### src/rtl/m107_sdr_arbiter.sv
// m107_sdr_arbiter
// Sequencer for the shared CPU-side SDRAM channel. Arbitrates a CPU requester
// and a sprite/palette DMA requester onto one toggle-handshake SDRAM port.
// Completion is signalled with a one-cycle ready/ack pulse. CPU writes to
// non-writable regions are absorbed without touching SDRAM.
//
// Optional feature: define M107_SDR_READ_CACHE_EN to add a single-entry CPU
// read cache (valid + 25-bit tag + 16-bit data).
//
// Ports:
//   clk, reset_n                       clock, asynchronous active-low reset
//   cpu_req/addr/writable/we/be/din    CPU access request (level)
//   cpu_dout, cpu_ready                CPU read data and completion pulse
//   dma_req/addr/we/din                DMA access request (level)
//   dma_dout, dma_ack                  DMA read data and completion pulse
//   sdr_addr/din/be/we/req             registered SDRAM command, req is a toggle
//   sdr_ack, sdr_dout                  SDRAM acknowledge toggle and read data
module m107_sdr_arbiter #(
  parameter int STREAK_MAX = 3
) (
  input  logic        clk,
  input  logic        reset_n,
  input  logic        cpu_req,
  input  logic [24:0] cpu_addr,
  input  logic        cpu_writable,
  input  logic        cpu_we,
  input  logic [1:0]  cpu_be,
  input  logic [15:0] cpu_din,
  output logic [15:0] cpu_dout,
  output logic        cpu_ready,
  input  logic        dma_req,
  input  logic [24:0] dma_addr,
  input  logic        dma_we,
  input  logic [15:0] dma_din,
  output logic [15:0] dma_dout,
  output logic        dma_ack,
  output logic [24:0] sdr_addr,
  output logic [15:0] sdr_din,
  output logic [1:0]  sdr_be,
  output logic        sdr_we,
  output logic        sdr_req,
  input  logic        sdr_ack,
  input  logic [15:0] sdr_dout
);

  localparam logic [1:0] STREAK_LIM = 2'(STREAK_MAX);

  typedef enum logic [1:0] {
    IDLE  = 2'd0,
    ISSUE = 2'd1,
    WAIT  = 2'd2,
    DONE  = 2'd3
  } state_t;

  state_t      state_r, state_nxt;
  logic        owner_r, owner_nxt;     // 1'b1 = DMA owns the current access
  logic [1:0]  streak_r, streak_nxt;
  logic        drop_s, hit_s, match_s;

  logic [24:0] sdr_addr_r;
  logic [15:0] sdr_din_r;
  logic [1:0]  sdr_be_r;
  logic        sdr_we_r;
  logic        sdr_req_r;
  logic [15:0] cpu_dout_r, dma_dout_r;
  logic        cpu_ready_r, dma_ack_r;

  function automatic logic [1:0] sat_inc(input logic [1:0] v);
    return (v == 2'b11) ? 2'b11 : v + 2'd1;
  endfunction

  assign drop_s  = cpu_req & cpu_we & ~cpu_writable;
  assign match_s = (sdr_ack == sdr_req_r);

`ifdef M107_SDR_READ_CACHE_EN
  logic        cache_valid_r;
  logic [24:0] cache_tag_r;
  logic [15:0] cache_data_r;

  assign hit_s = cpu_req & ~cpu_we & cache_valid_r & (cache_tag_r == cpu_addr);

  // Single-entry read cache: fill on CPU read completion, drop on any write completion.
  always_ff @(posedge clk or negedge reset_n) begin
    if (!reset_n) begin
      cache_valid_r <= 1'b0;
      cache_tag_r   <= 25'd0;
      cache_data_r  <= 16'd0;
    end else if (state_r == WAIT && match_s) begin
      if (sdr_we_r) begin
        cache_valid_r <= 1'b0;
      end else if (!owner_r) begin
        cache_valid_r <= 1'b1;
        cache_tag_r   <= sdr_addr_r;
        cache_data_r  <= sdr_dout;
      end
    end
  end
`else
  assign hit_s = 1'b0;
`endif

  // State, owner and starvation counter registers.
  always_ff @(posedge clk or negedge reset_n) begin
    if (!reset_n) begin
      state_r  <= IDLE;
      owner_r  <= 1'b0;
      streak_r <= 2'd0;
    end else begin
      state_r  <= state_nxt;
      owner_r  <= owner_nxt;
      streak_r <= streak_nxt;
    end
  end

  // Next-state, arbitration and streak update.
  always_comb begin
    state_nxt  = state_r;
    owner_nxt  = owner_r;
    streak_nxt = streak_r;
    case (state_r)
      IDLE: begin
        if (drop_s || hit_s) begin
          // Served without SDRAM; not a grant, so streak only follows dma_req.
          state_nxt = DONE;
          owner_nxt = 1'b0;
          if (!dma_req) begin
            streak_nxt = 2'd0;
          end else begin
            streak_nxt = streak_r;
          end
        end else if (cpu_req || dma_req) begin
          state_nxt = ISSUE;
          if (dma_req && (!cpu_req || streak_r == STREAK_LIM)) begin
            owner_nxt  = 1'b1;
            streak_nxt = 2'd0;
          end else begin
            owner_nxt = 1'b0;
            if (dma_req) begin
              streak_nxt = sat_inc(streak_r);
            end else begin
              streak_nxt = 2'd0;
            end
          end
        end else begin
          streak_nxt = 2'd0;
        end
      end
      ISSUE: begin
        state_nxt = WAIT;
      end
      WAIT: begin
        if (match_s) begin
          state_nxt = DONE;
        end else begin
          state_nxt = WAIT;
        end
      end
      DONE: begin
        state_nxt = IDLE;
      end
      default: begin
        state_nxt = IDLE;
      end
    endcase
  end

  // SDRAM command, read data capture and completion pulses.
  always_ff @(posedge clk or negedge reset_n) begin
    if (!reset_n) begin
      sdr_addr_r  <= 25'd0;
      sdr_din_r   <= 16'd0;
      sdr_be_r    <= 2'b00;
      sdr_we_r    <= 1'b0;
      sdr_req_r   <= 1'b0;
      cpu_dout_r  <= 16'd0;
      dma_dout_r  <= 16'd0;
      cpu_ready_r <= 1'b0;
      dma_ack_r   <= 1'b0;
    end else begin
      cpu_ready_r <= 1'b0;
      dma_ack_r   <= 1'b0;
      if (state_r == ISSUE) begin
        sdr_addr_r <= owner_r ? dma_addr : cpu_addr;
        sdr_din_r  <= owner_r ? dma_din : cpu_din;
        sdr_be_r   <= owner_r ? 2'b11 : cpu_be;
        sdr_we_r   <= owner_r ? dma_we : cpu_we;
        sdr_req_r  <= ~sdr_req_r;
      end
      if (state_r == WAIT && match_s) begin
        if (owner_r) begin
          dma_dout_r <= sdr_dout;
          dma_ack_r  <= 1'b1;
        end else begin
          cpu_dout_r  <= sdr_dout;
          cpu_ready_r <= 1'b1;
        end
      end
      if (state_r == IDLE && (drop_s || hit_s)) begin
        cpu_ready_r <= 1'b1;
`ifdef M107_SDR_READ_CACHE_EN
        if (hit_s) begin
          cpu_dout_r <= cache_data_r;
        end
`endif
      end
    end
  end

  assign sdr_addr  = sdr_addr_r;
  assign sdr_din   = sdr_din_r;
  assign sdr_be    = sdr_be_r;
  assign sdr_we    = sdr_we_r;
  assign sdr_req   = sdr_req_r;
  assign cpu_dout  = cpu_dout_r;
  assign dma_dout  = dma_dout_r;
  assign cpu_ready = cpu_ready_r;
  assign dma_ack   = dma_ack_r;

endmodule
### config.mk
export PLATFORM = sky130hd
export DESIGN_NAME = m107_sdr_arbiter
export DESIGN_NICKNAME = d
export VERILOG_FILES = /design/src/rtl/m107_sdr_arbiter.sv
export SDC_FILE = /design/constraint.sdc
export NUM_CORES = 1
export LEC_CHECK = 0
export BUFFER_PORTS_ARGS = -buffer_cell sky130_fd_sc_hd__buf_2
export CAP_MARGIN = 20
export CORE_UTILIZATION = 45
export DETAILED_ROUTE_END_ITERATION = 7
export PLACE_DENSITY = 0.86
export SLEW_MARGIN = 20
export SYNTH_ARGS = -nofsm -noshare
export SYNTH_HDL_FRONTEND = slang
export SYNTH_SLANG_ARGS = --single-unit
### constraint.sdc
create_clock -name clk -period 2.24 [get_ports clk]
set_input_delay 0 -clock clk [delete_from_list [all_inputs] [get_ports clk]]
set_output_delay 0 -clock clk [all_outputs]
set_load 0.03 [all_outputs]
* Word level (Yosys, flattened, before mapping)
Index checks and enable logic that the tools add are counted.
** Storage, ports and cells
- Bits in registers :: 84
- Bits in latches :: 0
- Bits in writable memories :: 0
- ROM bits :: 0
- Input port bits :: 108
- Output and inout port bits :: 79
- Word-level logic and storage cells :: 59
- Memories kept :: 0
** Cells by class
- Add/subtract/negate cells :: 1
- $mul :: 0
- Divide/modulo/power cells :: 0
- Magnitude comparators :: 0
- Equality and inequality tests :: 7
- Shift-type cells :: 0
- Muxes and demuxes :: 22
- Bitwise gates (word level) :: 5
- Reduce and logical (&&, ||, !) cells :: 12
** Operator list (count)
- $mux 25 :: 1
- $mux 2 :: 9
- $mux 16 :: 1
- $mux 1 :: 10
- $pmux 2 s4 :: 1
- $reduce_and 2->1 :: 4
- $eq 2x2->1 const B :: 3
- $logic_and 1x1->1 :: 3
- $ne 3x3->1 const B :: 1
- $not 1->1 :: 3
- $add 2x1->2 const B :: 1
- $and 1x1->1 :: 2
- $eq 2x1->1 const B :: 1
- $logic_not 2->1 :: 1
- $logic_or 1x1->1 :: 2
- $ne 2x2->1 const B :: 1
- $reduce_bool 2->1 :: 1
- $eq 1x1->1 :: 1
- $logic_not 1->1 :: 1

* Depth between registers and ports, before layout
- Depth in word-level cells :: 6
- Depth in mapped cells :: 6

* Least setup slack after synthesis
OpenSTA, ideal clock, no wires.
- Path type :: reg-to-reg
- Start point :: register sdr_req_r (netlist: sdr_req)
- End point :: register cpu_dout_r[10] (netlist: cpu_dout[10])
- Arrival :: 1553 ps
- Setup slack :: 562 ps
- Cell stages (with the launch flop) :: 5
- Clock period less this slack :: 1678 ps
- Cells stage by stage :: dfrtp_1 -> xor2_1 -> nor2_2 -> buf_4 -> mux2_2
** On the way
- Cells in the longest elaborated chain, start to end :: 3
** RTL lines
- start: declaration :: line 64 : logic sdr_req_r;
- start signal: assignment :: line 187 : sdr_req_r <= ~sdr_req_r;
- $eq 1x1->1 :: line 73 : assign match_s = (sdr_ack == sdr_req_r);
- $logic_and 1x1->1 :: line 189 : if (state_r == WAIT && match_s) begin
- $reduce_and 2->1 (no line)
- end signal: assignment :: line 194 : cpu_dout_r <= sdr_dout;
- end: declaration :: line 65 : logic [15:0] cpu_dout_r, dma_dout_r;
No other way between the ends.
A chain may end at the register's enable or synchronous reset.

* Worst setup path in the final report
- Start point :: register owner_r
- End point :: register sdr_addr_r[10] (netlist: sdr_addr[10])
** On the way
- Cells in the longest elaborated chain, start to end :: 1
** RTL lines
- start: declaration :: line 56 : logic owner_r, owner_nxt;
- start signal: assignment :: line 110 : owner_r <= owner_nxt;
- $mux 25 :: line 183 : sdr_addr_r <= owner_r ? dma_addr : cpu_addr;
- end signal: assignment :: line 183
- end: declaration :: line 60 : logic [24:0] sdr_addr_r;
No other way between the ends.

==> results by group <==
Global routing
  – Vias in the first global route: 3863
  – GR peak layer: met2
  – Met2 Usage GRT: 0.520
  – Global-route wire length before repair: 18300 microns
  – Met1 usage: 0.307
  – Global route total overflow: 0
  – Largest net degree at the start of global routing: 52
  – Gr usage total: 0.285
  – Met3 Track Usage GR: 0.0697
  – Initial antenna violation count: 0

Detailed routing
  – Detailed-route DRC error count: 0
  – First DRT Iteration DRCs: 103
  – Total Wirelength: 11300 microns
  – Drt first pass iters: 4
  – Via/cell ratio: 5.06
  – Via count of the routed design: 3538
  – WL per Instance: 16.2 microns
  – Antenna Nets Post-Route: 0

Power
  – Leak: 2.92 nW
  – VDD IR-drop max: 0.000886 V
  – Pwr dens: 1440 nW/um^2

Floorplanning
  – Starting Density: 0.468
  – Site row count: 32
  – Horiz. Die Dim: 92.2 microns
  – Die area: 8490 sq um
  – Die Ht: 92.2 microns
  – I/O Pins: 187
  – Core area: 7810 sq um

Critical path
  – Crit end category: register
  – CP peak stage delay: 0.60 ns
  – Cell-by-cell trace of the critical path: buf_6, mux2i_1, dlygate4sd3_1, a21oi_1
  – Crit-path max FO: 45
  – Worst Setup SP: owner_r$_DFFE_PN0P_
  – CP required: 2.45 ns
  – Nature of the critical path startpoint: register
  – CP Class: register to register
  – Critical path's slowest cell: dlygate4sd3_1
  – Worst R2R Start: owner_r$_DFFE_PN0P_
  – Critical Path AT: 2.17 ns

Yosys
  – Syn Inst Count: 302
  – Post-synth top area cell: dfrtp_1
  – Post-synth cell types: 29
  – Synthesized cell area: 3660 sq um
  – Syn. warnings: 0
  – Synth top area share: 0.575
  – Synthesized flop and latch total: 84
  – Top post-synthesis cells by area: dfrtp_1, mux2i_1, mux2_2, a21oi_1, nor2_1
  – Syn Area/Cell: 12.1 sq um
  – Seq/Total Area, Yosys: 0.575
  – Mapped Nets: 414

Run status
  – Status: finished clean

Place
  – Inst Count DP: 578
  – Hpwl dp: 6150 microns
  – GP Congestion: 0.801
  – I/O Buffers: 186
  – DP Worst Slack: 0.642 ns

Timing
  – Final setup violation count: 0
  – Setup TNS Final: 0 ns
  – RSZ-0062 raised after global routing: false
  – Fin crit period: 1.96 ns
  – Fin Hold WS: 0.0886 ns
  – Worst-margin pin slew: 0.554 ns
  – Final worst setup slack: 0.282 ns
  – Hold Vio Cnt, Final: 0
  – Final Cycle Share: 0.874
  – Final Skew: 0.0118 ns
  – Worst slew margin: 0.631
  – Fmax: 511 MHz
  – Slew Limit Fails: 0

Clock network
  – TritonCTS clock tree: built
  – # Post-CTS Setup Buffers: 0
  – CTS sink cnt: 84
  – Clock slew seen by the registers of the worst setup and hold paths: 0.08 ns
  – Clock root cell: clkbuf_8
  – Clock Latency Late Sink: 0.35 ns
  – CTS Buf Count: 9
  – Max clock buf depth: 2
  – H-Tree Depth: 3

Finish
  – Nets: 704
  – Commonest cells after routing, fill and taps aside: buf_2, dlygate4sd3_1, dfrtp_1
  – Non-filler instance count after layout: 699
  – Commonest non-fill, non-tap cell in the layout: buf_2
  – Layout cell share with drive strength beyond 1: 0.407
  – # diodes: 0
  – P&R area growth vs syn: 62.5%
  – FILL cells: 485

Flow run
  – Max Cap Viol: 0

Hold path
  – Hold crit path type: input port to register
  – Hold_sp: sdr_ack
-- path summary, 6_finish.rpt --
check                      slack (ns)                  endpoint  cells past startpoint
max                              0.28  sdr_addr[10]$_DFFE_PN0N_                      4
min                              0.09       cpu_ready$_DFF_PN0_                      3
max reg2reg                      0.28  sdr_addr[10]$_DFFE_PN0N_                      4
min reg2reg                      0.51   dma_dout[9]$_DFFE_PN0P_                      1
max in group asynchronous        1.49   sdr_din[12]$_DFFE_PN0N_                      3
min in group asynchronous        0.14   cpu_dout[1]$_DFFE_PN0P_                      2
-- state kept, by name (all words and copies together) (netlist names) --
signal / count
state_r: 2
cpu_dout: 16
sdr_we: 1
dma_ack: 1
sdr_be: 2
sdr_req: 1
sdr_addr: 25
dma_dout: 16
sdr_din: 16
streak_r: 2
owner_r: 1
cpu_ready: 1
-- cells in the mapped netlist --
cell / number
ha_1: 4
buf_12: 1
o22ai_1: 2
inv_1: 4
o21ai_0: 1
a211oi_1: 1
and3_1: 1
nand2_1: 4
xor2_1: 2
a41oi_1: 1
a2bb2oi_1: 1
nand2b_1: 2
buf_6: 1
mux2i_1: 43
clkbuf_1: 8
nand3_1: 1
nor2b_1: 2
dfrtp_1: 84
buf_4: 1
mux2_2: 23
nor2_1: 47
a21oi_1: 47
buf_2: 6
xnor2_1: 1
buf_1: 1
nor3b_1: 2
mux2_4: 9
a311o_1: 1
nor2_2: 1
-- critical path, delay by kind of cell, from the launching register on --
family	cells	cell delay, ns
DFF	1	0.38
AOI/OAI and AO/OA	1	0.08
buffers and inverters	2	1.05
muxes	1	0.29
-- per-stage QoR --
step           power (W)  utilization  cell area [sq um]
6_report         0.00858        0.761               5940
4_1_cts          0.00848        0.761               5940
2_1_floorplan    0.00575            -               3660
3_3_place_gp     0.00677        0.599               4680
3_5_place_dp     0.00695        0.599               4680
5_1_grt          0.00910        0.761               5940
-- per-layer routing --
layer / part of all wire / wire, microns
met4: 0.032 / 364
met1: 0.37 / 4190
met5: 0 / 0
met3: 0.062 / 702
met2: 0.53 / 6040
-- report_power, final --
group / leakage [nW] / switching [W] / internal [W]
logic: 1.85 / 0.00294 / 0.00183
clock network: 0.106 / 0.000533 / 0.000578
registers: 0.969 / 0.000441 / 0.00227
-- cells by family after synthesis --
family,share of synthesized area
buffers and inverters,0.0322
DFF,0.575
adders and majority gates,0.0137
xor gates and xnor gates,0.00719
muxes,0.225
AOI/OAI and AO/OA,0.0787
and+or+nand+nor,0.0681
-- layout make-up --
type                       instances  area, sq um  share of cell area
tap                              102          128              0.0215
multi-input combinational        196         1440               0.242
clock inverter                     5         60.1              0.0101
inverter                           4         15.0             0.00253
sequential                        84         2100               0.354
timing repair buffer             297         2050               0.344
clock buffer                      11          151              0.0255
-- timing repair --
item                       in CTS  in global routing
gates resized for setup         0                  1
setup endpoints to repair       0                  1
hold buffers                  105                  0
hold endpoints to repair      117                  0
(Power assumes the default switching activity.)
